`config.mk`:
```
export PLATFORM = sky130hd
export DESIGN_NAME = pulse_stretch_core
export DESIGN_NICKNAME = d
export VERILOG_FILES = /design/src/rtl/pulse_stretch_core.sv
export SDC_FILE = /design/constraint.sdc
export NUM_CORES = 1
export LEC_CHECK = 0
export CORE_ASPECT_RATIO = 1.25
export CORE_MARGIN = 2
export CORE_UTILIZATION = 32
export DETAILED_ROUTE_END_ITERATION = 8
export MAX_ROUTING_LAYER = met4
export PLACE_DENSITY = 0.64
export SETUP_SLACK_MARGIN = 0.02
export SLEW_MARGIN = 5
export SYNTH_ARGS = -nofsm -noshare
export SYNTH_HDL_FRONTEND = slang
export SYNTH_SLANG_ARGS = --single-unit
```
`constraint.sdc`:
```
create_clock -name CLK1 -period 4.25 [get_ports CLK1]
set_input_delay 1.0625 -clock CLK1 [delete_from_list [all_inputs] [get_ports CLK1]]
set_output_delay 1.0625 -clock CLK1 [all_outputs]
set_load 0.005 [all_outputs]
```
`src/rtl/pulse_stretch_core.sv`:
```
`default_nettype none
// ============================================================================
// pulse_stretch_core : rising-edge triggered pulse stretcher with programmable
//                      delay/width and accepted/missed trigger counters.
// Revision: 1.0
// ============================================================================
module pulse_stretch_core #(
  parameter int WIDTH_BITS = 12,
  parameter int DELAY_BITS = 4,
  parameter bit RETRIGGER  = 1'b0
) (
  input  logic        CLK1,
  input  logic        RESET_N,
  input  logic [15:0] CONFIG_IN,
  input  logic        PULSE_IN,
  output logic        PULSE_OUT,
  output logic        BUSY,
  output logic [15:0] TRIG_COUNT,
  output logic [15:0] MISS_COUNT
);

  typedef enum logic [1:0] {
    S_IDLE    = 2'd0,
    S_DELAY   = 2'd1,
    S_STRETCH = 2'd2
  } state_t;

  localparam logic [WIDTH_BITS-1:0] W_ONE = {{(WIDTH_BITS-1){1'b0}}, 1'b1};
  localparam logic [DELAY_BITS-1:0] D_ONE = {{(DELAY_BITS-1){1'b0}}, 1'b1};

  state_t                state_q, state_d;
  logic                  pulse_prev_q;
  logic [WIDTH_BITS-1:0] w_snap_q, w_snap_d;
  logic [WIDTH_BITS-1:0] w_cnt_q, w_cnt_d;
  logic [DELAY_BITS-1:0] d_cnt_q, d_cnt_d;
  logic                  out_q, out_d;
  logic                  busy_q, busy_d;
  logic [15:0]           trig_q, trig_d;
  logic [15:0]           miss_q, miss_d;
  logic                  miss_inc;
  logic                  rise;
  logic [WIDTH_BITS-1:0] cfg_w;
  logic [DELAY_BITS-1:0] cfg_d;

  assign cfg_w = CONFIG_IN[WIDTH_BITS-1:0];
  assign cfg_d = CONFIG_IN[WIDTH_BITS+DELAY_BITS-1:WIDTH_BITS];
  assign rise  = PULSE_IN & ~pulse_prev_q;

  // Both counters hold "cycles remaining minus one", so a zero count marks the final edge.
  always_comb begin
    state_d  = state_q;
    w_snap_d = w_snap_q;
    w_cnt_d  = w_cnt_q;
    d_cnt_d  = d_cnt_q;
    out_d    = 1'b0;
    trig_d   = trig_q;
    miss_inc = 1'b0;
    case (state_q)
      S_IDLE: begin
        if (rise && (cfg_w != '0)) begin
          w_snap_d = cfg_w;
          w_cnt_d  = cfg_w - W_ONE;
          trig_d   = trig_q + 16'd1;
          if (cfg_d == '0) begin
            state_d = S_STRETCH;
            out_d   = 1'b1;
          end else begin
            state_d = S_DELAY;
            d_cnt_d = cfg_d - D_ONE;
          end
        end
      end
      S_DELAY: begin
        miss_inc = rise;
        if (d_cnt_q == '0) begin
          state_d = S_STRETCH;
          out_d   = 1'b1;
        end else begin
          d_cnt_d = d_cnt_q - D_ONE;
        end
      end
      S_STRETCH: begin
        out_d = 1'b1;
        if (rise && RETRIGGER) begin
          w_cnt_d = w_snap_q - W_ONE;
          trig_d  = trig_q + 16'd1;
        end else begin
          miss_inc = rise;
          if (w_cnt_q == '0) begin
            state_d = S_IDLE;
            out_d   = 1'b0;
          end else begin
            w_cnt_d = w_cnt_q - W_ONE;
          end
        end
      end
      default: state_d = S_IDLE;
    endcase
    miss_d = (miss_inc && (miss_q != 16'hFFFF)) ? miss_q + 16'd1 : miss_q;
    busy_d = (state_d != S_IDLE);
  end

  // Previous-input register resets high so a level held through reset is not a rise.
  always_ff @(posedge CLK1) begin
    if (!RESET_N) begin
      state_q      <= S_IDLE;
      pulse_prev_q <= 1'b1;
      w_snap_q     <= '0;
      w_cnt_q      <= '0;
      d_cnt_q      <= '0;
      out_q        <= 1'b0;
      busy_q       <= 1'b0;
      trig_q       <= '0;
      miss_q       <= '0;
    end else begin
      state_q      <= state_d;
      pulse_prev_q <= PULSE_IN;
      w_snap_q     <= w_snap_d;
      w_cnt_q      <= w_cnt_d;
      d_cnt_q      <= d_cnt_d;
      out_q        <= out_d;
      busy_q       <= busy_d;
      trig_q       <= trig_d;
      miss_q       <= miss_d;
    end
  end

  assign PULSE_OUT  = out_q;
  assign BUSY       = busy_q;
  assign TRIG_COUNT = trig_q;
  assign MISS_COUNT = miss_q;

endmodule
`default_nettype wire

```
# Word-level counts from Yosys, hierarchy flattened
# Cells that the tools add are included.
[totals] ff_bits=53 input_bits=19 out_inout_bits=34 elab_cells=55
[classes] addsub=6 n_eq_ne=7 muxes=18 bitwise_logic=2 reduce_logical=14
[op_table] op="$add 16x1->16 const B" n=2
[op_table] op="$mux 12" n=2
[op_table] op="$pmux 12 s2" n=1
[op_table] op="$sub 12x1->12 const B" n=2
[op_table] op="$ne 16x16->1 const B" n=1
[op_table] op="$logic_not 12->1" n=1
[op_table] op="$mux 4" n=3
[op_table] op="$reduce_bool 12->1" n=1
[op_table] op="$logic_not 4->1" n=2
[op_table] op="$mux 2" n=4
[op_table] op="$ne 2x2->1 const B" n=4
[op_table] op="$pmux 4 s2" n=1
[op_table] op="$sub 4x1->4 const B" n=2
[op_table] op="$pmux 2 s3" n=1
[op_table] op="$reduce_bool 2->1" n=3
[op_table] op="$mux 1" n=5
[op_table] op="$reduce_and 4->1" n=1
[op_table] op="$pmux 1 s3" n=1
[op_table] op="$reduce_and 3->1" n=1
[op_table] op="$eq 2x1->1 const B" n=1
[op_table] op="$eq 2x2->1 const B" n=1
[op_table] op="$logic_and 1x1->1" n=2
[op_table] op="$logic_not 2->1" n=1
[op_table] op="$reduce_and 2->1" n=1
[op_table] op="3 further kinds" n=3

# Longest topological paths before layout
[logic_depth] word_depth=6 depth_mapped=12 mapped_depth_nobuf=9

# Worst setup path before layout
# Ideal clock, no wire load.
[synth_timing] path_type="register to register" from="reg state_q[0]" to="reg w_cnt_q[10]" t_arrival_ps=3086 path_slack_ps=1090 stages_incl_launch_ff=13 path_buffers=3 cell_sequence="dfxtp_1 > inv_1 > ha_1 > clkbuf_8 > clkbuf_8 > clkbuf_1 > mux2i_1 > ha_1 > or4b_1 > a21oi_1 > nand3_1 > or4_1 > a31oi_1"
[synth_via] elab_chain_len=3 word_cells_on_any_way=7 cone_classes="eq/ne: 3; mux: 1; reduce/logical: 3"
[synth_lines] element="start, declared" line_no="31" text="state_t state_q, state_d;"
[synth_lines] element="start signal, assigned" line_no="116" text="state_q <= state_d;"
[synth_lines] element="$eq 2x2->1 / $logic_not 2->1 (equally long branches)"
[synth_lines] element="$ne 2x2->1 (no source line) / $reduce_bool 2->1 (equally long branches)"
[synth_lines] element="$reduce_and 3->1 (no source line)"
[synth_lines] element="end signal, assigned" line_no="119" text="w_cnt_q <= w_cnt_d;"
[synth_lines] element="end, declared" line_no="34" text="logic [WIDTH_BITS-1:0] w_cnt_q, w_cnt_d;"
# Several ways; a longest one is shown, not always the timed one.
# A chain may end at the register's enable or synchronous reset.

# Final worst setup path
[layout_timing] from="in CONFIG_IN[0]" to="reg w_cnt_q[10]"
[layout_via] elab_chain_len=4 word_cells_on_any_way=7 cone_classes="add/sub: 1; eq/ne: 1; mux: 2; reduce/logical: 3"
[layout_lines] element="start, declared" line_no="14" text="input logic [15:0] CONFIG_IN,"
[layout_lines] element="parallel branches: the longest is 4 deep, another holds $sub 12x1->12"
# Parallel ways; which one is timed is not known. The select of a mux whose other input is x is not followed.

==> results.toml <==
[sta]
hold_slack_ns = 0.483
rsz0062_at_grt = "false"
finalMaxSlewViolations = 0
fin_crit_sh = 0.784
slew_headroom = 0.504
hold_violations = 0
skew_ns = 0.00919
timing.fmax_mhz = 300
tns_ns = 0
worstMarginPinSlew_ns = 0.743
setup_viol = 0
period_needed_ns = 3.33

[worst_setup_path]
crit_arrival_ns = 3.55
path_max_fanout = 8
crit_type = "in -> reg"
setup.worst_path.start_class = "primary input"
end_kind = "register"
cp.required_ns = 4.47

[clock_network]
htree_levels = 2
cts_setup_buffers = 0
clk_latency_ns = 0.29
cts_sinks = 53
cts_hold_buf = 0
clockBufferDepth = 2
clk_pin_slew_ns = 0.07
cts-root-buf = "clkbuf_16"
cts_tree = "built"
cts_resized = 0
cts_made_buffers = 5

[logic_synthesis]
synth_top_area_share = 0.332
synth_enable_flop_cells = 0
yosys.area.top_type = "dfxtp_1"
synthArstFlopShare = 0
synth_area_mm2 = 0.00320
synth_nets = 415
ys_seq_area_frac = 0.332
postSynthCellCount = 388
synth_seq_cells = 53
synthFlopType = "dfxtp_1"
ys_types = 57
yosysWarningCount = 0
postSynthAreaPerCell_um2 = 8.24
synth_area_leaders = "dfxtp_1 33%, mux2i_1 5.0%, nand2_1 4.2%"

[placement]
place_area_mm2 = 0.00382
routabilityCongestion = 0.886
place_inst = 554
hpwl_mm = 6.19
port_buffers = 52

[layout]
multi_input_area_mm2 = 0.00203
antenna_cells = 0
area_growth_pct = 24.8
nFillCells = 979
seq_area_mm2 = 0.00106
layout_common_cells = "53 x dfxtp_1, 52 x clkdlybuf4s50_1, 36 x nand2_1"
fin_area_mm2 = 0.00399
finalNonFillerCells = 561
fin_nets = 462
mostFrequentLayoutCell = "dfxtp_1"
final_layout_size_suffix_gt1_frac = 0.0552

[power]
ir_worst_vdd_uv = 155
cellLeakagePower_nw = 1.31
total_power_mw = 1.15
cellPowerDensity_mw_per_mm2 = 287

[floorplanning]
rows = 40
die_w_um = 93.4
ios = 53
die_y_um = 116
start_util = 0.331
die_area_mm2 = 0.0108
fp.coreArea_mm2 = 0.00966

[grt]
grt_usage = 0.164
grt_pass1_wl_mm = 14.2
antenna_found_initial = 0
grt_pass1_vias = 3055
grt.overflow.total = 0
grt_max_degree = 30

[drt]
vias = 3160
drt_first_pass_iters = 4
wl_per_cell_um = 15.3
viasPerCell = 5.63
drc = 0
drt_iter0_markers = 195
routed_wirelength_mm = 8.59
drtAntennaViolNets = 0

[hold_path]
min_path_type = "reg -> reg"

[status]
status = "finished, final reports clean"

[job]
cap_violations = 0
per-stage QoR:
| step | util | setup WS [ns] |
|---|---|---|
| after floorplan | - | 1.09 |
| after global placement | 0.396 | 0.739 |
| after detailed placement | 0.396 | 0.691 |
| after CTS | 0.412 | 0.974 |
| after global routing | 0.413 | 0.772 |
| final | 0.413 | 0.916 |
worst paths after layout:
| check | from | endpoint | slack (ns) | cells past startpoint |
|---|---|---|---|---|
| worst max-delay path | CONFIG_IN[0] | w_cnt_q[10]$_SDFFE_PN0P_ | 0.92 | 8 |
| worst min-delay path | TRIG_COUNT[15]$_SDFFE_PN0P_ | TRIG_COUNT[15]$_SDFFE_PN0P_ | 0.48 | 2 |
| worst max register to register | state_q[0]$_SDFF_PN0_ | w_cnt_q[10]$_SDFFE_PN0P_ | 1.37 | 9 |
| worst min register to register | TRIG_COUNT[15]$_SDFFE_PN0P_ | TRIG_COUNT[15]$_SDFFE_PN0P_ | 0.48 | 2 |
final cells by class:
type,instances,share of cell area
Clock buffer,5,0.0313
Clock inverter,2,0.00877
Sequential cell,53,0.266
Tap cell,126,0.0395
Timing Repair Buffer,55,0.136
Multi-Input combinational cell,310,0.509
Inverter,10,0.00940
metal layers:
metal  global-route usage  up-vias  part of all wire  routed length [µm]
met5                    -        -                 0                   0
met4               0.0490        0             0.013                 110
met3               0.0306       10             0.044                 382
met2                0.278       70              0.50                4310
met1                0.200     1503              0.44                3790
li1                     -     1577                 -                   -
kinds of logic (layout without fill, tap and decap cells):
group | after synthesis | count (layout) | synth area share
xor+xnor | 16 | 16 | 0.0438
simple gates | 176 | 176 | 0.312
fa+ha+maj | 8 | 8 | 0.0313
mux | 19 | 19 | 0.0614
buf+inv | 25 | 72 | 0.0368
compound gates | 91 | 91 | 0.183
flops | 53 | 53 | 0.332
registers in the layout, summed over array words and instances, names as in the netlist:
| register | cells |
|---|---|
| PULSE_OUT | 1 |
| state_q | 2 |
| BUSY | 1 |
| TRIG_COUNT | 16 |
| w_cnt_q | 12 |
| d_cnt_q | 4 |
| pulse_prev_q | 1 |
| MISS_COUNT | 16 |
synth_stat cells (2+ instances only):
master,n
dfxtp_1,53
nand2_1,36
a21oi_1,25
nor2_1,25
o21ai_0,23
nor4_1,17
mux2i_1,16
nand3_1,15
nand2b_1,12
xnor2_1,12
nand4_1,11
nor3_1,11
or3_1,11
clkbuf_1,10
or4_1,10
a31oi_1,8
ha_1,8
inv_1,8
and4_1,5
o31ai_1,5
a211oi_1,4
and3_1,4
o211ai_1,4
o22ai_1,4
xor2_1,4
a2bb2oi_1,3
buf_2,3
nor4b_1,3
o21a_1,3
and3b_1,2
clkbuf_8,2
mux2_2,2
nand4bb_1,2
nor3_2,2
o32ai_1,2
or4b_2,2
critical path: stages:
cell             delay [ns]
clkdlybuf4s50_1        0.46
mux2i_1                0.22
ha_1                   0.33
or4b_1                 0.54
a21oi_1                0.28
nand3_1                0.10
or4_1                  0.40
a31oi_1                0.16
power breakdown:
| group | switching, mW | total, mW | internal, mW |
|---|---|---|---|
| Clock | 0.177 | 0.451 | 0.274 |
| Sequential | 0.0168 | 0.527 | 0.510 |
| Combinational | 0.0957 | 0.170 | 0.0742 |
No activity file was read; power rests on OpenSTA's default activity.
